[src/rtl/reg_bus_responder.sv]
// reg_bus_responder: responder end of the op/addr/wdata/rdata register bus.
// Holds ID, CTRL, STATUS, an event counter, W1C interrupt status with a mask,
// and NUM_SCRATCH scratch registers.
// Optional feature macro: REG_RSP_ERR_EN. When defined, IRQ_STAT.ERR (bit2)
// flags unmapped accesses, writes to read-only registers and illegal op 2'b11.
module reg_bus_responder #(
  parameter int unsigned DWIDTH      = 8,
  parameter int unsigned AWIDTH      = 8,
  parameter int unsigned NUM_SCRATCH = 4,
  parameter logic [7:0]  ID_VALUE    = 8'hA5
) (
  input  logic              clk,
  input  logic              rst,
  input  logic [1:0]        op,
  input  logic [AWIDTH-1:0] addr,
  input  logic [DWIDTH-1:0] wdata,
  output logic [DWIDTH-1:0] rdata,
  input  logic              ev_in,
  output logic              ctrl_en,
  output logic              irq
);

  localparam int unsigned AW1      = AWIDTH + 1;
  localparam int unsigned SIW      = (NUM_SCRATCH > 1) ? $clog2(NUM_SCRATCH) : 1;
  localparam int unsigned IRQ_BITS = 3;

  localparam logic [1:0] OP_RD = 2'b01;
  localparam logic [1:0] OP_WR = 2'b10;

  localparam logic [AWIDTH-1:0] A_ID    = AWIDTH'(8'h00);
  localparam logic [AWIDTH-1:0] A_CTRL  = AWIDTH'(8'h01);
  localparam logic [AWIDTH-1:0] A_STAT  = AWIDTH'(8'h02);
  localparam logic [AWIDTH-1:0] A_COUNT = AWIDTH'(8'h03);
  localparam logic [AWIDTH-1:0] A_ISTAT = AWIDTH'(8'h04);
  localparam logic [AWIDTH-1:0] A_IMASK = AWIDTH'(8'h05);
  localparam logic [AWIDTH-1:0] A_SCR   = AWIDTH'(8'h10);

`ifdef REG_RSP_ERR_EN
  localparam logic [IRQ_BITS-1:0] IRQ_WMASK = 3'b111;
`else
  localparam logic [IRQ_BITS-1:0] IRQ_WMASK = 3'b011;
`endif

  // Register state
  logic                en;
  logic [DWIDTH-1:0]   count;
  logic [IRQ_BITS-1:0] irq_stat;
  logic [IRQ_BITS-1:0] irq_mask;
  logic [DWIDTH-1:0]   scratch [NUM_SCRATCH];

  // Decode and next-value signals
  logic                is_rd, is_wr;
  logic                hit_id, hit_ctrl, hit_stat, hit_count, hit_istat, hit_imask;
  logic                hit_scr;
  logic [AWIDTH-1:0]   sidx;
  logic [SIW-1:0]      sidx_s;
  logic                wr_ctrl, wr_imask, wr_scr;
  logic                inc, clr, ovf_set;
  logic                err_set;
  logic [IRQ_BITS-1:0] w1c, stat_set;
  logic [DWIDTH-1:0]   rd_val;

  // Address decode, write strobes, counter/interrupt set terms and read mux
  always_comb begin
    is_rd     = (op == OP_RD);
    is_wr     = (op == OP_WR);
    hit_id    = (addr == A_ID);
    hit_ctrl  = (addr == A_CTRL);
    hit_stat  = (addr == A_STAT);
    hit_count = (addr == A_COUNT);
    hit_istat = (addr == A_ISTAT);
    hit_imask = (addr == A_IMASK);
    sidx      = addr - A_SCR;
    sidx_s    = sidx[SIW-1:0];
    hit_scr   = (addr >= A_SCR) && ({1'b0, sidx} < AW1'(NUM_SCRATCH));

    wr_ctrl   = is_wr && hit_ctrl;
    wr_imask  = is_wr && hit_imask;
    wr_scr    = is_wr && hit_scr;
    w1c       = (is_wr && hit_istat) ? (wdata[IRQ_BITS-1:0] & IRQ_WMASK) : '0;

    // CLR wins over a same-edge increment, so a wrap is suppressed with it
    clr       = wr_ctrl && wdata[1];
    inc       = ev_in && en;
    ovf_set   = inc && !clr && (&count);

`ifdef REG_RSP_ERR_EN
    err_set   = (op == 2'b11) ||
                ((is_rd || is_wr) &&
                 !(hit_id || hit_ctrl || hit_stat || hit_count ||
                   hit_istat || hit_imask || hit_scr)) ||
                (is_wr && (hit_id || hit_stat || hit_count));
`else
    err_set   = 1'b0;
`endif
    stat_set  = {err_set, inc, ovf_set};

    rd_val = '0;
    if (hit_id)         rd_val = DWIDTH'(ID_VALUE);
    else if (hit_ctrl)  rd_val = DWIDTH'(en);
    else if (hit_stat)  rd_val = DWIDTH'({(count == '0), en});
    else if (hit_count) rd_val = count;
    else if (hit_istat) rd_val = DWIDTH'(irq_stat);
    else if (hit_imask) rd_val = DWIDTH'(irq_mask);
    else if (hit_scr)   rd_val = scratch[sidx_s];
  end

  // Register bank update; reset overrides any op on the same edge
  always_ff @(posedge clk) begin
    if (rst) begin
      rdata    <= '0;
      en       <= 1'b0;
      count    <= '0;
      irq_stat <= '0;
      irq_mask <= '0;
      for (int i = 0; i < int'(NUM_SCRATCH); i++) scratch[i] <= '0;
    end else begin
      if (is_rd)   rdata <= rd_val;
      if (wr_ctrl) en <= wdata[0];
      if (clr)      count <= '0;
      else if (inc) count <= count + DWIDTH'(1);
      // Hardware set terms are OR-ed after the clear so a set wins
      irq_stat <= (irq_stat & ~w1c) | stat_set;
      if (wr_imask) irq_mask <= wdata[IRQ_BITS-1:0] & IRQ_WMASK;
      if (wr_scr)   scratch[sidx_s] <= wdata;
    end
  end

  // Control mirror and level interrupt from flopped status and mask
  assign ctrl_en = en;
  assign irq     = |(irq_stat & irq_mask);

endmodule

[config.mk]
export PLATFORM = sky130hd
export DESIGN_NAME = reg_bus_responder
export DESIGN_NICKNAME = d
export VERILOG_FILES = /design/src/rtl/reg_bus_responder.sv
export SDC_FILE = /design/constraint.sdc
export NUM_CORES = 1
export LEC_CHECK = 0
export CAP_MARGIN = 10
export CORE_MARGIN = 2
export CORE_UTILIZATION = 35
export CTS_CLUSTER_SIZE = 24
export DETAILED_ROUTE_END_ITERATION = 10
export PLACE_DENSITY = 0.63
export SETUP_SLACK_MARGIN = 0.3
export SLEW_MARGIN = 10
export SYNTH_ARGS = -nofsm -noshare
export SYNTH_HDL_FRONTEND = slang
export SYNTH_SLANG_ARGS = --single-unit
[constraint.sdc]
create_clock -name clk -period 3.7 [get_ports clk]
set_input_delay 0.74 -clock clk [delete_from_list [all_inputs] [get_ports clk]]
set_output_delay 0.74 -clock clk [all_outputs]
set_load 0.05 [all_outputs]
* Yosys cells after proc, flatten, opt, wreduce, memory -nomap -nowiden
Memory sizes are Yosys's and may differ from the RTL's.
Cells that the tools add are included.
** Cells by class
- Bitwise logic cells :: 4
- Mux-type cells :: 16
- Reductions and logical operators :: 16
- Equal/unequal tests :: 7
- Magnitude comparators :: 2
- Add/subtract/negate cells :: 2
** Operators with widths (number)
- 8-bit two-way mux :: 8
- 8-bit by 2-bit equality test with 1-bit output, second input constant :: 2
- 8-bit by 3-bit equality test with 1-bit output, second input constant :: 2
- 8-bit logical NOT :: 2
- 1-bit logical AND :: 9
- 8-bit by 1-bit adder with 8-bit output, second input constant :: 1
- 8-bit by 1-bit equality test with 1-bit output, second input constant :: 1
- 8-bit by 5-bit >= comparator with 1-bit output, second input constant :: 1
- 8-bit by 3-bit less-than comparator with 1-bit output, second input constant :: 1
- 8-bit AND reduction :: 1
- 8-bit OR reduction :: 1
- 8-bit by 5-bit subtractor with 8-bit output, second input constant :: 1
- 1-bit two-way mux :: 6
- 2-bit two-way mux :: 2
- 3-bit by 2-bit AND with 3-bit output :: 1
- 3-bit AND :: 1
- 2-bit NOT with 3-bit output :: 1
- 3-bit by 2-bit bitwise OR with 3-bit output :: 1
- 3-bit OR reduction :: 1
- 2-bit by 1-bit equality test with 1-bit output, second input constant :: 1
- 2-bit equality test, second input constant :: 1
- 2-bit OR reduction :: 1
- 1-bit logical NOT :: 1
** Storage, ports and cells
- Logic and storage cells :: 53
- Register bits after elaboration :: 22
- Memories kept :: 1
- RAM bits :: 32
** Memories
- scratch :: depth 4, width 8, read ports 1, clocked after memory_dff 0, write ports 4, RTL line 49 : logic [DWIDTH-1:0] scratch [NUM_SCRATCH];

* Logic depth before layout (Yosys ltp)
Gate-level depths: netlist of the first run.
- Word-level depth :: 10
- Mapped depth :: 6
- Mapped depth without buffers :: 6

* Worst setup path before layout of the first run
No wires, ideal clock.
- Kind :: input-to-reg
- From :: input addr[7]
- To :: memory scratch[3][0], enable pin
- Cell stages on the path :: 5
- Library setup time :: 384 ps
- Arrival :: 2096 ps
- Slack :: 1220 ps
- Data required time :: 3316 ps
- Path through :: nor4_2 and2_1 buf_6 nand2_1 o21ai_0
** RTL lines
- from (decl) :: RTL line 15 : input logic [AWIDTH-1:0] addr,
- to (decl) :: RTL line 49

==> flow_metrics.env, run 1 <==
export IMPL_antenna_cells=0
export IMPL_max_cap_viol_count=0
export IMPL_end_kind="register"
export IMPL_grtUsageTotal=0.153
export IMPL_cts_resized=0
export IMPL_crit_path_cell_trace="clkdlybuf4s50_1 > nor4_2 > nand4_2 > nor3b_2 > or2_2"
export IMPL_final_area_um2=3130
export IMPL_synth_flop_cell="edfxtp_1"
export IMPL_arrival_ns=2.63
export IMPL_drt_total_wl_mm=5.83
export IMPL_finalSetupViolations=0
export IMPL_hold_slack_ns=0.499
export IMPL_nFillCells=731
export IMPL_h_tree_depth=2
export IMPL_vias=1882
export IMPL_netlist_area_um2=2650
export IMPL_yosysWarnings=0
export IMPL_gr_total_overflow=0
export IMPL_clockRootBuffer="clkbuf_8"
export IMPL_hpwl_mm=4.27
export IMPL_final_nets=284
export IMPL_critical_path_class="primary input to register"
export IMPL_drt_wirelength_per_cell_um=16.1
export IMPL_layout_common_cells="edfxtp_1, clkdlybuf4s50_1, and2_1, dfxtp_1, nor2_1"
export IMPL_cts_setup_buffers=0
export IMPL_period_needed_ns=2.61
export IMPL_async_flop_share=0
export IMPL_cts_sinks=53
export IMPL_ir_worst_vdd_v=0.000166
export IMPL_cp_required_ns=3.72
export IMPL_dr_first_iter_drc_count=109
export IMPL_fin_crit_sh=0.706
export IMPL_drive_gt1_frac=0.145
export IMPL_core_area_um2=7290
export IMPL_cts_buffers=5
export IMPL_drc_errors=0
export IMPL_cts_tree="yes"
export IMPL_avgSynthCellArea_um2=11.4
export IMPL_ys_ff_latch=53
export IMPL_antenna_left=0
export IMPL_clk_pin_slew_ns=0.10
export IMPL_grt_max_degree=23
export IMPL_clock_skew_ns=0.00750
export IMPL_seq_area_frac_synth=0.521
export IMPL_port_buffers=30
export IMPL_synth_top_area_share=0.362
export IMPL_synth_edf_count=32
export IMPL_area_growth_pct=18.0
export IMPL_max_slew_margin=0.534
export IMPL_synthTopCellsByArea="edfxtp_1, dfxtp_1, mux4_2, and2_1, nand3_1"
export IMPL_total_power_w=0.00113
export IMPL_dr_pass1_iters=4
export IMPL_cp_slowest_stage_delay_ns=0.45
export IMPL_grt_first_pass_wirelength_mm=9.85
export IMPL_insertion_delay_ns=0.31
export IMPL_report_final_slew_viol_count=0
export IMPL_clockBufferDepth=2
export IMPL_synth_cells=232
export IMPL_critPathLaunchType="primary input"
export IMPL_die_height_um=91.1
export IMPL_status="completed"
export IMPL_rsz0062_at_grt="no"
export IMPL_max_freq_mhz=383
export IMPL_gp_congestion=0.754
export IMPL_dpl_instance_area_um2=3030
export IMPL_crit_fanout=9
export IMPL_antenna_found_initial=0
export IMPL_num_io_pins=31
export IMPL_timing_final_hold_violations=0
export IMPL_power_density_nw_per_um2=359
export IMPL_routed_via_density=5.21
export IMPL_ctsHoldBuffers=0
export IMPL_rows=31
export IMPL_die_area_um2=8290
export IMPL_totalNegativeSetupSlack_ns=0
export IMPL_grt_pass1_vias=1900
export IMPL_yosysTopAreaCell="edfxtp_1"
export IMPL_min_path_type="register to register"
export IMPL_final_common_cell="edfxtp_1"
export IMPL_worstMarginPinSlew_ns=0.697
export IMPL_ys_types=47
export IMPL_cp_slowest_cell="clkdlybuf4s50_1"
export IMPL_fp_dieW_um=91.1
export IMPL_start_util=0.364
export IMPL_syn_nets=255
export IMPL_leakage_nw=1.10
[worst paths after layout]
path,startpoint,depth (start not counted),to,slack (ns)
max,addr[7],5,scratch[2][6],1.09
min,irq_mask[0],2,irq_mask[0],0.50
max reg2reg,scratch[2][1],4,rdata[1],2.10
min reg2reg,irq_mask[0],2,irq_mask[0],0.50
[final cells by class]
cell class	count	area [um2]	area share
Sequential cell	53	1380	0.441
Clock buffer	6	82.6	0.0264
Inverter	7	26.3	0.00839
Timing Repair Buffer	35	338	0.108
Multi-Input combinational cell	159	1160	0.371
Clock inverter	2	17.5	0.00559
Tap cell	99	124	0.0396
[state kept, by name, summed over array words and instances, names as in the netlist]
signal and flops:
count 8, rdata 8, irq_mask 2, irq_stat 2, ctrl_en 1, scratch 32
[synthesized netlist by cell type (3+ instances only)]
| cell | instances |
|---|---|
| edfxtp_1 | 32 |
| and2_1 | 25 |
| dfxtp_1 | 21 |
| nor2_1 | 17 |
| nand2_1 | 15 |
| nand3_1 | 13 |
| and3_1 | 10 |
| mux4_2 | 8 |
| a21oi_1 | 7 |
| inv_1 | 7 |
| nor3_1 | 6 |
| clkbuf_1 | 5 |
| o21ai_0 | 5 |
| xnor2_1 | 5 |
| buf_2 | 4 |
| buf_6 | 4 |
| a221oi_1 | 3 |
| a22o_2 | 3 |
| a32o_1 | 3 |
| nor2b_1 | 3 |
| or2_2 | 3 |
| xor2_1 | 3 |
[per-layer routing]
layer / wire (um) / part of all wire / track usage / up-vias
met5: 0 / 0 / 0 / -
met2: 2860 / 0.49 / 0.254 / 33
met4: 57 / 0.0098 / 0.0455 / 0
met1: 2690 / 0.46 / 0.201 / 926
met3: 215 / 0.037 / 0.0332 / 6
li1: - / - / - / 917
[power by group]
| part | total, W | switching, W | internal (W) |
|---|---|---|---|
| clock | 0.000357 | 0.000201 | 0.000156 |
| sequential | 0.000651 | 0.00000713 | 0.000644 |
| combinational | 0.000117 | 0.0000645 | 0.0000530 |
| total | 0.00113 | 0.000273 | 0.000853 |
[critical path: cells and delay by family]
family                 cells  cell delay (ns)
and+or+nand+nor            4             1.42
buffers and inverters      1             0.45
[kinds of logic (layout without fill, tap and decap cells)]
logic type      Yosys count  count (layout)  synth area share
simple gates            107             107             0.235
mux                       9               9            0.0717
compound gates           33              33            0.0952
xor+xnor                  8               8            0.0264
flops                    53              53             0.521
buf+inv                  20              50            0.0415
fa+ha+maj                 2               2           0.00943
[stage by stage]
step | std cells | setup WS, ns | util
4_1_cts | 361 | 1.09 | 0.429
5_1_grt | 361 | 0.895 | 0.429
3_3_place_gp | 353 | 0.796 | 0.416
6_report | 361 | 1.09 | 0.429
2_1_floorplan | 232 | 1.22 | -
3_5_place_dp | 353 | 0.752 | 0.416
(Power assumes the default switching activity.)
==> run 2, diff against run 1 <==
--- a/config.mk
+++ b/config.mk
@@ -10,7 +10,7 @@
 export CORE_UTILIZATION = 35
 export CTS_CLUSTER_SIZE = 24
 export DETAILED_ROUTE_END_ITERATION = 10
-export PLACE_DENSITY = 0.63
+export PLACE_DENSITY = 0.65
 export SETUP_SLACK_MARGIN = 0.3
 export SLEW_MARGIN = 10
 export SYNTH_ARGS = -nofsm -noshare
==> constraint.sdc (replaced) <==
create_clock -name clk -period 2.15 [get_ports clk]
set_input_delay 0.43 -clock clk [delete_from_list [all_inputs] [get_ports clk]]
set_output_delay 0.43 -clock clk [all_outputs]
set_load 0.05 [all_outputs]
==> flow_metrics.env, run 2 (same netlist as run 1, synthesis figures left out) <==
export IMPL_status="completed"
export IMPL_cts_sinks=53
export IMPL_die_area_um2=8290
export IMPL_max_cap_viol_count=0
export IMPL_critPathLaunchType="primary input"
export IMPL_max_freq_mhz=555
export IMPL_dr_pass1_iters=4
export IMPL_antenna_left=0
export IMPL_finalSetupViolations=0
export IMPL_grt_max_degree=18
export IMPL_drt_wirelength_per_cell_um=15.6
export IMPL_fp_dieW_um=91.1
export IMPL_antenna_found_initial=0
export IMPL_layout_cells_non_filler=386
export IMPL_rsz0062_at_grt="no"
export IMPL_r2r_slack_ns=0.56
export IMPL_h_tree_depth=2
export IMPL_grtUsageTotal=0.155
export IMPL_arrival_ns=1.82
export IMPL_start_util=0.364
export IMPL_grt_first_pass_wirelength_mm=10.2
export IMPL_placed_cells_incl_taps=377
export IMPL_drc_errors=0
export IMPL_clockRootBuffer="clkbuf_8"
export IMPL_report_final_slew_viol_count=0
export IMPL_power_density_nw_per_um2=575
export IMPL_reg_top3="scratch (32), count (8), rdata (8)"
export IMPL_min_path_type="register to register"
export IMPL_drive_gt1_frac=0.233
export IMPL_final_nets=309
export IMPL_totalNegativeSetupSlack_ns=0
export IMPL_fin_util=0.461
export IMPL_switching_share=0.248
export IMPL_insertion_delay_ns=0.31
export IMPL_leakage_nw=1.29
export IMPL_gr_total_overflow=0
export IMPL_num_io_pins=31
export IMPL_clock_skew_ns=0.0117
export IMPL_clk_pin_slew_ns=0.10
export IMPL_final_common_cell="edfxtp_1"
export IMPL_dr_first_iter_drc_count=113
export IMPL_largest_reg_flops=32
export IMPL_r2r_start="scratch[0][1]"
export IMPL_antenna_cells=0
export IMPL_grt_pass1_vias=2036
export IMPL_area_growth_pct=26.7
export IMPL_clockBufferDepth=2
export IMPL_hpwl_mm=4.39
export IMPL_p_comb_frac=0.122
export IMPL_layout_common_cells="edfxtp_1, buf_4, and2_1, dfxtp_1, nor2_1"
export IMPL_crit_fanout=8
export IMPL_vias=1969
export IMPL_crit_end="scratch[0][3]"
export IMPL_clkPwrFrac=0.299
export IMPL_critical_path_class="primary input to register"
export IMPL_period_needed_ns=1.80
export IMPL_core_area_um2=7290
export IMPL_fin_crit_sh=0.838
export IMPL_cts_buffers=5
export IMPL_timing_final_hold_violations=0
export IMPL_p_switching_w=0.000478
export IMPL_top_register="scratch"
export IMPL_worstMarginPinSlew_ns=0.502
export IMPL_rows=31
export IMPL_ir_worst_vdd_v=0.000289
export IMPL_routed_via_density=5.10
export IMPL_cp_required_ns=2.17
export IMPL_r2r_end="rdata[1]"
export IMPL_end_kind="register"
export IMPL_gp_congestion=0.814
export IMPL_cts_tree="yes"
export IMPL_max_slew_margin=0.667
export IMPL_drt_total_wl_mm=6.03
export IMPL_power_frac_seq=0.578
export IMPL_die_height_um=91.1
export IMPL_ctsHoldBuffers=0
export IMPL_p_int_w=0.00145
export IMPL_startpoint="addr[4]"
export IMPL_port_buffers=30
export IMPL_r2r_cells=4
## run 2: cell count changes in the layout (fill, tap and decap cells not counted), sizes merged
cell	change
buf	+25
clkdlybuf4s15	+1
clkdlybuf4s50	-15
clkinvlp	+1
dlygate4sd2	+12
dlymetal6s2s	+1
## run 2: worst min path at each step
stage                      from           to  slack (ns)  cells after the start
global placement    irq_mask[0]  irq_mask[0]        0.47                      2
global route        irq_mask[0]  irq_mask[0]        0.52                      2
floorplan           irq_mask[0]  irq_mask[0]        0.45                      2
finish              irq_mask[0]  irq_mask[0]        0.49                      2
detailed placement  irq_mask[0]  irq_mask[0]        0.47                      2
CTS                 irq_mask[0]  irq_mask[0]        0.49                      2
## run 2: layer usage
metal  track usage  up-vias  routed length (um)
met5             0        -                   0
met4        0.0455        0                 104
met3        0.0365       11                 242
met2         0.259       47                2900
met1         0.202      945                2790
li1              -      966                   -
## run 2: worst max-delay path, cell delays in order
cell             delay (ns)
clkdlybuf4s50_1        0.48
nor2b_2                0.24
nand4_4                0.16
buf_4                  0.17
o21ai_1                0.14
buf_4                  0.20
## run 2: area by class of cell
| class | instances | area, um2 |
|---|---|---|
| repair buffers | 60 | 549 |
| inverters | 7 | 26.3 |
| clock inverters | 3 | 21.3 |
| fillers | 716 | 3930 |
| clock buffers | 5 | 68.8 |
| flip-flops and latches | 53 | 1380 |
| well taps | 99 | 124 |
| multi-input cells | 159 | 1190 |
## run 2: power by group through the flow
stage	Clock (W)	Sequential [W]	Combinational (W)
6_report	0.000578	0.00112	0.000236
5_1_grt	0.000629	0.00112	0.000254
4_1_cts	0.000590	0.00112	0.000236
3_5_place_dp	0	0.00114	0.000238
3_3_place_gp	0	0.00114	0.000235
2_1_floorplan	0	0.00115	0.0000995
## run 2: per-stage QoR
stage	instance area [um2]	setup slack (ns)	total power (W)	hold slack, ns
2_1_floorplan	2660	0.266	0.00125	0.450
3_3_place_gp	3260	-0.141	0.00138	0.465
3_5_place_dp	3260	-0.175	0.00138	0.470
4_1_cts	3360	0.302	0.00194	0.486
5_1_grt	3360	0.302	0.00200	0.522
6_report	3360	0.349	0.00193	0.492
## run 2: repair_timing
item | CTS | global route
buffers inserted | 1 | 0
pin swaps | 1 | 1
cloned | 0 | 0
setup endpoints to repair | 58 | 18
gates resized for setup | 18 | 6
